$ cat config.mk
export PLATFORM = sky130hd
export DESIGN_NAME = mul_unit
export DESIGN_NICKNAME = d
export VERILOG_FILES = /design/src/rtl/mul_pkg.sv /design/src/rtl/mul_operand_prep.sv /design/src/rtl/mul_unit.sv
export SDC_FILE = /design/constraint.sdc
export NUM_CORES = 1
export LEC_CHECK = 0
export ABC_CLOCK_PERIOD_IN_PS = 4500
export BUFFER_PORTS_ARGS = -buffer_cell sky130_fd_sc_hd__buf_2
export CORE_ASPECT_RATIO = 1.5
export CORE_MARGIN = 2
export CORE_UTILIZATION = 62
export DETAILED_ROUTE_END_ITERATION = 8
export GPL_TIMING_DRIVEN = 0
export HOLD_SLACK_MARGIN = 0.05
export PLACE_DENSITY = 0.91
export SYNTH_ARGS = -nofsm -noshare
export SYNTH_HDL_FRONTEND = slang
export SYNTH_SLANG_ARGS = --single-unit
$ cat constraint.sdc
create_clock -name clk -period 4.5 [get_ports clk]
set_input_delay 1.125 -clock clk [delete_from_list [all_inputs] [get_ports clk]]
set_output_delay 1.125 -clock clk [all_outputs]
set_load 0.02 [all_outputs]
$ cat src/rtl/mul_pkg.sv
// mul_pkg: op and state encodings shared by the multiply unit
package mul_pkg;
  typedef enum logic [1:0] {OP_MUL = 2'b00, OP_MULH = 2'b01, OP_MULHSU = 2'b10, OP_MULHU = 2'b11} op_e;
  typedef enum logic [1:0] {S_IDLE = 2'b00, S_BUSY = 2'b01, S_DONE = 2'b10} state_e;
endpackage

$ cat src/rtl/mul_operand_prep.sv
// mul_operand_prep: operand magnitudes and product sign under RISC-V signedness rules
module mul_operand_prep
  import mul_pkg::*;
#(
  parameter int XLEN = 32
) (
  input  logic [1:0]      op,
  input  logic [XLEN-1:0] in1,
  input  logic [XLEN-1:0] in2,
  output logic [XLEN-1:0] mag1,
  output logic [XLEN-1:0] mag2,
  output logic            neg
);
  logic neg1, neg2;
  assign neg1 = (op != OP_MULHU) && in1[XLEN-1];
  assign neg2 = (op == OP_MUL || op == OP_MULH) && in2[XLEN-1];
  // negating the most-negative value wraps to 2^(XLEN-1), which is its correct unsigned magnitude
  assign mag1 = neg1 ? -in1 : in1;
  assign mag2 = neg2 ? -in2 : in2;
  assign neg  = neg1 ^ neg2;
endmodule

$ cat src/rtl/mul_unit.sv
// mul_unit: iterative radix-2 shift-add multiplier with valid/ready handshake
module mul_unit
  import mul_pkg::*;
#(
  parameter int XLEN      = 32,
  parameter bit ZERO_SKIP = 1'b1
) (
  input  logic            clk,
  input  logic            rst_n,
  input  logic            flush,
  input  logic            in_valid,
  output logic            in_ready,
  input  logic [1:0]      op,
  input  logic [XLEN-1:0] in1,
  input  logic [XLEN-1:0] in2,
  output logic            out_valid,
  input  logic            out_ready,
  output logic [XLEN-1:0] result
);
  localparam int CW = $clog2(XLEN) + 1;
  state_e            state_q, state_d;
  op_e               op_q, op_d;
  logic              neg_q, neg_d;
  logic [XLEN-1:0]   mplier_q, mplier_d;
  logic [2*XLEN-1:0] mcand_q, mcand_d, prod_q, prod_d, prod_fix;
  logic [CW-1:0]     cnt_q, cnt_d;
  logic [XLEN-1:0]   result_q, result_d;
  logic [XLEN-1:0]   mag1, mag2;
  logic              neg, zero;
  mul_operand_prep #(.XLEN(XLEN)) u_prep (
    .op  (op),
    .in1 (in1),
    .in2 (in2),
    .mag1(mag1),
    .mag2(mag2),
    .neg (neg)
  );
  assign zero      = ZERO_SKIP && (mag1 == '0 || mag2 == '0);
  assign prod_fix  = neg_q ? -prod_q : prod_q;
  assign in_ready  = state_q == S_IDLE;
  assign out_valid = state_q == S_DONE;
  assign result    = result_q;
  always_comb begin
    state_d  = state_q;
    op_d     = op_q;
    neg_d    = neg_q;
    mplier_d = mplier_q;
    mcand_d  = mcand_q;
    prod_d   = prod_q;
    cnt_d    = cnt_q;
    result_d = result_q;
    if (flush) state_d = S_IDLE;
    else case (state_q)
      S_IDLE: if (in_valid) begin
        // a zero operand jumps the counter straight to the correction step on a zero product
        op_d     = op_e'(op);
        neg_d    = neg;
        mplier_d = mag2;
        mcand_d  = {{XLEN{1'b0}}, mag1};
        prod_d   = '0;
        cnt_d    = zero ? CW'(XLEN) : '0;
        state_d  = S_BUSY;
      end
      S_BUSY: if (cnt_q == CW'(XLEN)) begin
        prod_d   = prod_fix;
        result_d = op_q == OP_MUL ? prod_fix[XLEN-1:0] : prod_fix[2*XLEN-1:XLEN];
        state_d  = S_DONE;
      end else begin
        prod_d   = prod_q + (mplier_q[0] ? mcand_q : '0);
        mcand_d  = mcand_q << 1;
        mplier_d = mplier_q >> 1;
        cnt_d    = cnt_q + 1'b1;
      end
      S_DONE: state_d = out_ready ? S_IDLE : S_DONE;
      default: state_d = S_IDLE;
    endcase
  end
  always_ff @(posedge clk) begin
    if (!rst_n) begin
      state_q  <= S_IDLE;
      op_q     <= OP_MUL;
      neg_q    <= 1'b0;
      mplier_q <= '0;
      mcand_q  <= '0;
      prod_q   <= '0;
      cnt_q    <= '0;
      result_q <= '0;
    end else begin
      state_q  <= state_d;
      op_q     <= op_d;
      neg_q    <= neg_d;
      mplier_q <= mplier_d;
      mcand_q  <= mcand_d;
      prod_q   <= prod_d;
      cnt_q    <= cnt_d;
      result_q <= result_d;
    end
  end
endmodule
==> results of run 1 <==
==> per-stage QoR <==
| stage | power, uW | utilization | area, sq um | std cells | hold WS, ps |
|---|---|---|---|---|---|
| floorplan | 2315 | - | 15670 | 2205 | 436.6 |
| detailed placement | 2558 | 0.6649 | 16600 | 2636 | 445.1 |
| global placement | 2541 | 0.6649 | 16600 | 2636 | 436.8 |
| finish | 4552 | 0.6999 | 17470 | 2679 | 451.0 |
| CTS | 4497 | 0.6977 | 17420 | 2676 | 452.0 |
| global route | 4663 | 0.6998 | 17470 | 2678 | 466.7 |
==> power by group <==
group          internal [uW]  switching [uW]  total, uW
clock                   1160             833       2000
combinational            200             482        681
sequential              1840            34.5       1880
total                   3200            1350       4550
==> cell usage after synthesis (all sizes together), types with 3 or more instances <==
cell	count
or3	17
a311oi	4
or4	12
and2	71
o21a	16
a22oi	57
nor4	19
clkbuf	127
or2	8
nand4	25
buf	12
nand2b	20
nand2	252
dfxtp	203
nand3	50
a41oi	3
o21ai	133
o31ai	21
o32ai	3
ha	70
nor3	57
nor2b	14
inv	31
o211ai	30
a21o	35
a21oi	242
a221oi	6
o21bai	7
o221ai	10
mux2i	6
nand3b	4
xnor2	80
xor2	92
o22ai	6
a211oi	64
nor2	305
a222oi	7
a31oi	20
a2111oi	5
and3	11
a32oi	7
nor3b	3
o41ai	16
==> registers in the layout, indices dropped and copies added, names as in the netlist <==
register / cells
cnt_q: 6
mcand_q: 64
mplier_q: 32
neg_q: 1
op_q: 2
prod_q: 64
result: 32
state_q: 2
==> kinds of logic (layout without fill, tap and decap cells) <==
kind of cell               Yosys count  after routing  synth area share
other                                0              1                 0
muxes                                6              6          0.003832
DFF                                203            203            0.2593
adders and majority gates           71             71           0.05716
buffers and inverters              171            316           0.04167
xor gates and xnor gates           172            172           0.09612
and+or+nand+nor                    875            875            0.2565
AOI/OAI and AO/OA                  707            707            0.2854
==> metal layers <==
layer,share of wire,up-vias,track usage,wire length [microns]
met4,0.10,0,0.3877,6165
met5,0,-,0,0
met2,0.47,1112,0.7690,28580
met1,0.33,8179,0.4506,20150
met3,0.093,372,0.09684,5599
li1,-,8233,-,-
==> placed cells by master (no fill, tap or decap), types with 8 or more instances in the layout <==
cell type / synthesis / layout
nand4_1: 25 / 25
nand2_1: 252 / 252
o211ai_1: 30 / 30
dfxtp_1: 203 / 203
o221ai_1: 10 / 10
xor2_1: 92 / 92
buf_1: 8 / 8
o31ai_1: 20 / 20
and2_1: 71 / 71
o21a_1: 16 / 16
nand2b_1: 20 / 20
clkbuf_16: 0 / 23
o41ai_1: 14 / 14
or3_1: 14 / 14
and3_1: 11 / 11
ha_1: 70 / 70
nor2b_1: 14 / 14
a21o_1: 35 / 35
nand3_1: 50 / 50
a21oi_1: 241 / 241
o21ai_1: 6 / 8
o21ai_0: 126 / 123
inv_1: 31 / 31
a211oi_1: 64 / 63
a22oi_1: 57 / 57
nor4_1: 18 / 18
or4_1: 11 / 11
buf_2: 3 / 107
nor2_1: 304 / 304
xnor2_1: 80 / 80
clkbuf_1: 127 / 123
nor3_1: 57 / 56
a31oi_1: 20 / 19
==> final timing paths <==
check                                  from          to  slack (ps)  depth (start not counted)
worst max-delay path            mplier_q[0]  prod_q[59]         100                         16
worst min register to register    result[1]   result[1]         450                          2
worst min-delay path              result[1]   result[1]         450                          2
worst max register to register  mplier_q[0]  prod_q[59]         100                         16
==> worst max-delay path: cells and delay by family, from the launching register on <==
kind / cells / cell delay, ps
buf+inv: 3 / 530
simple gates: 2 / 460
flops: 1 / 330
xor+xnor: 1 / 240
fa+ha+maj: 1 / 230
compound gates: 9 / 2490
==> what timing repair did <==
action,CTS,global route
setup buffers,0,2
endpoints found under the setup margin,19,19
pin swaps,0,3
resized for setup,9,16
==> final cells by class <==
cell class	instances	area (sq um)
well taps	328	410.4
inverters	32	120.1
flip-flops and latches	203	4064
multi-input cells	1831	11020
repair buffers	105	530.5
plain buffers	139	540.5
clock inverters	14	167.7
diodes	1	2.502
fillers	2190	7491
clock buffers	26	616.8
==> impl_metrics.env, run 1 <==
export IMPL_p_leak_uw=0.007128
export IMPL_ys_ff_latch=203
export IMPL_synth_cell_types=73
export IMPL_ir_drop_uv=256.7
export IMPL_drtAntennaViolNets=0
export IMPL_antenna_found_initial=1
export IMPL_root_buffer="clkbuf_16"
export IMPL_start_kind="flop"
export IMPL_synth_avg_cell_area_sq_um=7.108
export IMPL_synth_warnings=0
export IMPL_cap_violations=0
export IMPL_layout_drive_gt1_share=0.07702
export IMPL_pre_cts_slack_ps=-701.0
export IMPL_numCtsBuffers=22
export IMPL_grt_pass1_vias=16970
export IMPL_worst_slack_ps=102.7
export IMPL_rows=71
export IMPL_hold_class="flop to flop"
export IMPL_die_w_microns=133.8
export IMPL_synth_top_area_frac=0.2593
export IMPL_endpoint_kind="flop"
export IMPL_relSlewSlack=0.3397
export IMPL_path_cells="buf_4 > buf_2 > nand2_1 > inv_1 > ha_1 > a211oi_1 > o21ai_1 > a21oi_1 > o21ai_1 > a32o_1 > nor2_1 > o21ba_2 > o21ai_0 > a221o_1 > xnor2_1 > a21oi_1"
export IMPL_ioPinCount=105
export IMPL_min_period_ps=4397
export IMPL_drc_errors=0
export IMPL_setup_violations=0
export IMPL_crit_required_ps=4930
export IMPL_p_per_area_nw_per_um2=260.5
export IMPL_cts_sinks=203
export IMPL_slowest_delay_ps=450
export IMPL_htree_levels=1
export IMPL_hold_buffers=0
export IMPL_clk_latency_ps=550
export IMPL_vias=17900
export IMPL_worstSetupPathType="flop to flop"
export IMPL_first_iter_violations=1810
export IMPL_path_max_fanout=10
export IMPL_rsz0062_at_grt="no"
export IMPL_crit_slowest_cell="a221o_1"
export IMPL_grt_max_degree=16
export IMPL_status="finished clean"
export IMPL_synthesis_nets=2347
export IMPL_dieArea_sq_um=26590
export IMPL_fin_nets=2476
export IMPL_fin_skew_ps=11.56
export IMPL_via_per_inst=6.680
export IMPL_clock_fmax_mhz=227.4
export IMPL_setup_tns_ps=0
export IMPL_cts_reportedPaths_clkPinSlew_ps=70
export IMPL_syn_cell_area_sq_um=15670
export IMPL_gp_congestion=1.053
export IMPL_grt_use_total=0.4449
export IMPL_grt_ovfl_total=0
export IMPL_cts_tree="yes"
export IMPL_clockBufferDepth=3
export IMPL_synth_top_area_cell="dfxtp_1"
export IMPL_first_pass_iters=7
export IMPL_dp_hpwl_microns=46910
export IMPL_slew_viol_final=0
export IMPL_async_reset_ff_frac=0
export IMPL_synthCells=2205
export IMPL_hold_violations=0
export IMPL_period_share=0.9772
export IMPL_start_util=0.6278
export IMPL_routed_wl_microns=60500
export IMPL_dieHeight_microns=198.7
export IMPL_synth_ff_type="dfxtp_1"
export IMPL_coreArea_sq_um=24960
export IMPL_synth_enable_flop_cells=0
export IMPL_wl_per_cell_microns=22.58
export IMPL_area_growth_pct=11.48
export IMPL_port_buffers=103
export IMPL_ys_seq_area_frac=0.2593
export IMPL_grt_pass1_wl_microns=91620
export IMPL_yosys_top_cells_area="dfxtp_1, a21oi_1, nor2_1"
export IMPL_worst_pin_slew_ps=990.4
export IMPL_crit_arrival_ps=4830
No activity file was read; power rests on OpenSTA's default activity.
==> run 2, diff against run 1 <==
- CORE_UTILIZATION: 62 -> 63
- PLACE_DENSITY: 0.91 -> 0.92
- SYNTH_HIERARCHICAL: default -> 1
==> run 2 against run 1 <==
The flow now finishes with violations (capacitance limit, slew limit, setup timing). Synthesized cell count decreased by 3.0%. Fmax fell by 3.5%. Sequential share of layout area shrank 0.79 points. Highest routed layer is now met5.
==> impl_metrics.env, run 2 <==
export IMPL_status="finished, violations left"
export IMPL_violations="capacitance limit, slew limit, setup timing"
export IMPL_rows=72
export IMPL_slowest_delay_ps=620
export IMPL_yosys_top_cells_area="dfxtp_1, a21oi_1, nand2_1"
export IMPL_crit_family="simple AND/OR/NAND/NOR gates"
export IMPL_fin_nets=2405
export IMPL_endpoint_kind="flop"
export IMPL_port_buffers=104
export IMPL_crit_slowest_cell="or4_1"
export IMPL_hold_path_depth=2
export IMPL_rsz0062_at_grt="no"
export IMPL_start_kind="flop"
export IMPL_grt_use_total=0.4902
export IMPL_clockBufferDepth=3
export IMPL_cts_tree="yes"
export IMPL_reg2reg_to="prod_q[60]"
export IMPL_path_cells="clkbuf_4 > clkbuf_2 > and2_1 > ha_1 > clkbuf_1 > nand2_1 > or3_1 > or4_1 > a211oi_4 > a221oi_2 > nand2_1 > o31a_1 > a21oi_1 > xor2_1 > o21ai_0"
export IMPL_ir_drop_uv=315.8
export IMPL_internal_power_uw=3317
export IMPL_grt_ovfl_total=0
export IMPL_htree_levels=1
export IMPL_reg_top3="mcand_q: 64 flops, prod_q: 64 flops"
export IMPL_final_common_cell="nand2_1"
export IMPL_cts_reportedPaths_clkPinSlew_ps=60
export IMPL_fin_skew_ps=11.14
export IMPL_synthTopCellsByCount="nand2_1, dfxtp_1, a21oi_1"
export IMPL_synth_compound_area_frac=0.2786
export IMPL_p_leak_uw=0.008011
export IMPL_cts_sinks=203
export IMPL_critPathBufInv=3
export IMPL_min_period_ps=4558
export IMPL_synth_cell_types=79
export IMPL_utilization=0.7070
export IMPL_place_area_sq_um=17230
export IMPL_first_pass_iters=6
export IMPL_grt_pass1_vias=17580
export IMPL_drc_errors=0
export IMPL_p_per_area_nw_per_um2=275.1
export IMPL_p_switching_uw=1660
export IMPL_synth_top_area_cell="dfxtp_1"
export IMPL_layout_drive_gt1_share=0.08943
export IMPL_wl_per_cell_microns=25.92
export IMPL_p_clk_frac=0.393
export IMPL_dp_hpwl_microns=51070
export IMPL_synth_top_area_frac=0.2495
export IMPL_ys_seq_area_frac=0.2495
export IMPL_clk_latency_ps=540
export IMPL_numCtsBuffers=23
export IMPL_clock_fmax_mhz=219.4
export IMPL_worst_slack_ps=-57.69
export IMPL_r2r_start="mplier_q[0]"
export IMPL_yosys_area_share_simple=0.2424
export IMPL_worst_pin_slew_ps=1560
export IMPL_area_growth_pct=11.04
export IMPL_ff2ff_path_depth=15
export IMPL_crit_top_cell="nand2_1"
export IMPL_synth_adder_area_share=0.05346
export IMPL_ioPinCount=105
export IMPL_synthesis_nets=2279
export IMPL_min_to="result[15]"
export IMPL_hold_buffers=0
export IMPL_final_cell_mix="nand2_1, dfxtp_1, a21oi_1"
export IMPL_grt_max_degree=15
export IMPL_crit_required_ps=4900
export IMPL_drtAntennaViolNets=0
export IMPL_min_from="result[15]"
export IMPL_pre_cts_slack_ps=-906.5
export IMPL_worstSetupPathType="flop to flop"
export IMPL_p_seq_frac=0.390
export IMPL_pwr_share_comb=0.217
export IMPL_hold_class="flop to flop"
export IMPL_stdcell_count=2616
export IMPL_via_per_inst=6.982
export IMPL_antenna_found_initial=7
export IMPL_root_buffer="clkbuf_16"
export IMPL_async_reset_ff_frac=0
export IMPL_start_util=0.6367
export IMPL_synth_ff_type="dfxtp_1"
export IMPL_synth_top_family_by_area="compound AO/OA/AOI/OAI gates"
export IMPL_period_share=1.013
export IMPL_routed_wl_microns=67790
export IMPL_setup_violations=2
export IMPL_syn_cell_area_sq_um=16290
export IMPL_dp_cells=2576
export IMPL_ys_ff_latch=203
export IMPL_path_max_fanout=10
export IMPL_synth_warnings=6
export IMPL_crit_arrival_ps=4960
export IMPL_synthCells=2139
export IMPL_first_iter_violations=1912
export IMPL_synth_avg_cell_area_sq_um=7.616
export IMPL_synth_mux_area_fraction=0.04255
export IMPL_r2r_slack_ps=-60
export IMPL_cap_violations=1
export IMPL_dieArea_sq_um=27190
export IMPL_synthXorXnorAreaFrac=0.09194
export IMPL_grt_pass1_wl_microns=101500
export IMPL_die_w_microns=135.3
export IMPL_slew_viol_final=10
export IMPL_synth_enable_flop_cells=0
export IMPL_relSlewSlack=-0.04387
export IMPL_dieHeight_microns=200.9
export IMPL_gp_congestion=1.054
export IMPL_hold_violations=0
export IMPL_synth_most_common_cell="nand2_1"
export IMPL_swShare=0.3335
export IMPL_coreArea_sq_um=25580
export IMPL_design_area_sq_um=18090
export IMPL_vias=18260
==> run 2: cell count changes after synthesis, sizes merged, moves of 13 or more <==
cell    previous run  this run
a21oi            242       184
nor3              57        44
nor2b             14        69
o31ai             21        40
nor2             305       154
o211a              0        67
o211ai            30        12
o21ai            133       159
nand2            252       230
a211oi            64         9
mux2i              6        67
==> run 2: routing by layer <==
metal	vias up	GRT usage	routed length, microns
met4	10	0.4632	8363
met5	-	0	72
li1	8051	-	-
met1	8496	0.5002	22000
met3	471	0.1164	6220
met2	1236	0.8082	31140
==> run 2: timing repair <==
action / CTS / global route
endpoints found under the setup margin: 29 / 17
hold endpoints to repair: 0 / 0
pin swaps: 0 / 1
gates resized for setup: 12 / 15
setup buffers: 0 / 0
==> run 2: logic make-up (layout without fill, tap and decap cells) <==
logic type,after synthesis,count (layout)
other,0,2
adders and majority gates,69,69
and+or+nand+nor,780,780
AOI/OAI and AO/OA,671,671
muxes,69,69
xor gates and xnor gates,171,171
buffers and inverters,176,318
DFF,203,203
==> run 2: cell type report <==
| type | instances | area, sq um |
|---|---|---|
| inverters | 34 | 127.6 |
| flip-flops and latches | 203 | 4064 |
| repair buffers | 105 | 534.3 |
| plain buffers | 138 | 540.5 |
| fillers | 2021 | 7496 |
| clock buffers | 30 | 631.9 |
| multi-input cells | 1760 | 11650 |
| clock inverters | 11 | 118.9 |
| well taps | 333 | 416.7 |
| diodes | 2 | 5.005 |
==> run 2: stage by stage <==
step	hold WS, ps	setup TNS (ps)	power [uW]
2_1_floorplan	470.7	0	2626
3_3_place_gp	437.3	-13190	2959
3_5_place_dp	449.1	-11090	2989
4_1_cts	458.6	0	4898
5_1_grt	483.1	0	5074
6_report	456.8	-98.55	4977
==> run 2: power groups by stage <==
stage	logic, uW	registers, uW	clock network [uW]
floorplan	688	1940	0
detailed placement	1020	1970	0
CTS	1030	1930	1930
finish	1080	1940	1960
global placement	995	1960	0
global route	1130	1940	2000
==> run 2: how the worst max path moves through the flow <==
stage | from | to | slack, ps | cells after the start
2_1_floorplan | in1[12] | cnt_q[5] | 850 | 11
3_3_place_gp | mplier_q[0] | prod_q[57] | -1030 | 13
3_5_place_dp | mplier_q[0] | prod_q[57] | -910 | 13
4_1_cts | mplier_q[0] | prod_q[60] | 0.6 | 15
5_1_grt | mplier_q[0] | prod_q[55] | 4 | 14
6_report | mplier_q[0] | prod_q[60] | -60 | 15
==> run 2: worst register-to-register path: cells and delay by family (launching register included) <==
family,cells,cell delay (ps)
and+or+nand+nor,5,1730
AOI/OAI and AO/OA,5,950
buffers and inverters,3,830
DFF,1,350
xor gates and xnor gates,1,290
adders and majority gates,1,260
==> run 3, diff against run 2 <==
- PLACE_DENSITY: 0.92 -> 0.79
==> run 3 against run 2 <==
Non-clock buffer count stayed put. Flip-flop and latch count stayed put. Wire length fell by 3.4%. Final cell count shrank 0.11%. Sequential share of layout area is 0.13 points higher. Register-to-register slack improved by 220 ps. Design area fell by 0.57%. Combinational power hardly changed. Sequential power hardly changed. Largest cell class unchanged. Critical path type unchanged. Utilization decreased by 0.41 points. Critical path depth did not move. The run now ends clean.
==> impl_metrics.env, run 3 (synthesis gave the netlist of run 2 again) <==
export IMPL_status="finished clean"
export IMPL_dieHeight_microns=200.9
export IMPL_via_per_inst=6.902
export IMPL_rows=72
export IMPL_setup_tns_ps=0
export IMPL_relSlewSlack=0.09202
export IMPL_first_pass_iters=7
export IMPL_p_per_area_nw_per_um2=265.4
export IMPL_rsz0062_at_grt="no"
export IMPL_coreArea_sq_um=25580
export IMPL_routed_wl_microns=65490
export IMPL_ioPinCount=105
export IMPL_crit_arrival_ps=4770
export IMPL_final_cell_mix="nand2_1, dfxtp_1, a21oi_1"
export IMPL_grt_pass1_wl_microns=98850
export IMPL_min_period_ps=4341
export IMPL_slew_viol_final=0
export IMPL_first_iter_violations=1678
export IMPL_grt_max_degree=14
export IMPL_dp_hpwl_microns=50280
export IMPL_fin_skew_ps=33.81
export IMPL_grt_ovfl_total=0
export IMPL_hold_violations=0
export IMPL_endpoint_kind="flop"
export IMPL_layout_drive_gt1_share=0.08564
export IMPL_antenna_found_initial=2
export IMPL_ir_drop_uv=346.9
export IMPL_vias=18040
export IMPL_place_area_sq_um=17230
export IMPL_reg_top3="mcand_q: 64 flops, prod_q: 64 flops"
export IMPL_area_growth_pct=10.40
export IMPL_clockBufferDepth=3
export IMPL_start_util=0.6367
export IMPL_setup_violations=0
export IMPL_cts_reportedPaths_clkPinSlew_ps=70
export IMPL_start_kind="flop"
export IMPL_cts_tree="yes"
export IMPL_design_area_sq_um=17980
export IMPL_dieArea_sq_um=27190
export IMPL_cap_violations=0
export IMPL_fin_nets=2404
export IMPL_root_buffer="clkbuf_16"
export IMPL_report_power_total_uw=4773
export IMPL_worst_pin_slew_ps=1357
export IMPL_numCtsBuffers=22
export IMPL_worstSetupPathType="flop to flop"
export IMPL_htree_levels=1
export IMPL_drtAntennaViolNets=0
export IMPL_cts_setup_buffers=0
export IMPL_path_max_fanout=10
export IMPL_p_leak_uw=0.007942
export IMPL_period_share=0.9646
export IMPL_final_common_cell="nand2_1"
export IMPL_crit_required_ps=4930
export IMPL_gp_congestion=1.047
export IMPL_grt_pass1_vias=17540
export IMPL_cts_sinks=203
export IMPL_grt_use_total=0.4758
export IMPL_die_w_microns=135.3
export IMPL_wl_per_cell_microns=25.06
export IMPL_hold_class="flop to flop"
export IMPL_clk_latency_ps=560
export IMPL_port_buffers=104
export IMPL_drc_errors=0
export IMPL_clock_fmax_mhz=230.4
==> run 3: what timing repair did <==
item | in CTS | in global routing
endpoints found under the setup margin | 28 | 21
pin swaps | 0 | 1
resized for setup | 12 | 16
hold buffers | 0 | 0
==> run 3: layout make-up <==
cell class | count | area (sq um)
clock buffers | 31 | 614.3
diodes | 3 | 7.507
clock inverters | 6 | 52.55
inverters | 34 | 127.6
multi-input cells | 1760 | 11640
plain buffers | 139 | 545.5
repair buffers | 104 | 520.5
well taps | 333 | 416.7
fillers | 2178 | 7600
flip-flops and latches | 203 | 4064
==> run 3: metal layers <==
| metal | share of wire | wire length (microns) | GRT usage | up-vias |
|---|---|---|---|---|
| met3 | 0.098 | 6444 | 0.1338 | 471 |
| met2 | 0.45 | 29600 | 0.7757 | 1153 |
| met1 | 0.32 | 21150 | 0.4763 | 8370 |
| met4 | 0.13 | 8292 | 0.4580 | 0 |
| met5 | 0 | 0 | 0.003704 | - |
| li1 | - | - | - | 8042 |
==> run 3: worst max-delay path, stage by stage, from the launching register on <==
cell and delay, ps:
dfxtp_1 340, clkbuf_4 240, clkbuf_2 260, and2_1 190, ha_1 260, clkbuf_1 290
nand2_1 200, or3_1 490, or4_1 600, a211oi_2 310, a221oi_2 110, nand2_1 160
a21boi_0 170, o21ai_0 250, xnor2_1 200, o21ai_0 110
==> run 3: stage by stage <==
| stage | cells | setup slack [ps] | utilization | hold slack [ps] |
|---|---|---|---|---|
| 4_1_cts | 2613 | 0.4974 | 0.7013 | 465.8 |
| 2_1_floorplan | 2139 | 848.3 | - | 470.7 |
| 3_3_place_gp | 2576 | -769.9 | 0.6734 | 444.3 |
| 6_report | 2613 | 159.3 | 0.7030 | 462.7 |
| 3_5_place_dp | 2576 | -816.0 | 0.6734 | 455.9 |
| 5_1_grt | 2610 | 2.037 | 0.7027 | 485.6 |
==> run 3: worst paths after layout <==
kind | slack (ps) | start | endpoint | cells after the start
worst max-delay path | 160 | mplier_q[0] | prod_q[48] | 15
worst min-delay path | 460 | result[22] | result[22] | 2
worst max register to register | 160 | mplier_q[0] | prod_q[48] | 15
worst min register to register | 460 | result[22] | result[22] | 2
==> run 3: where the power goes <==
part	total [uW]	internal [uW]	switching, uW
sequential	1950	1860	87.5
clock	1770	954	818
combinational	1050	349	705
total	4770	3160	1610
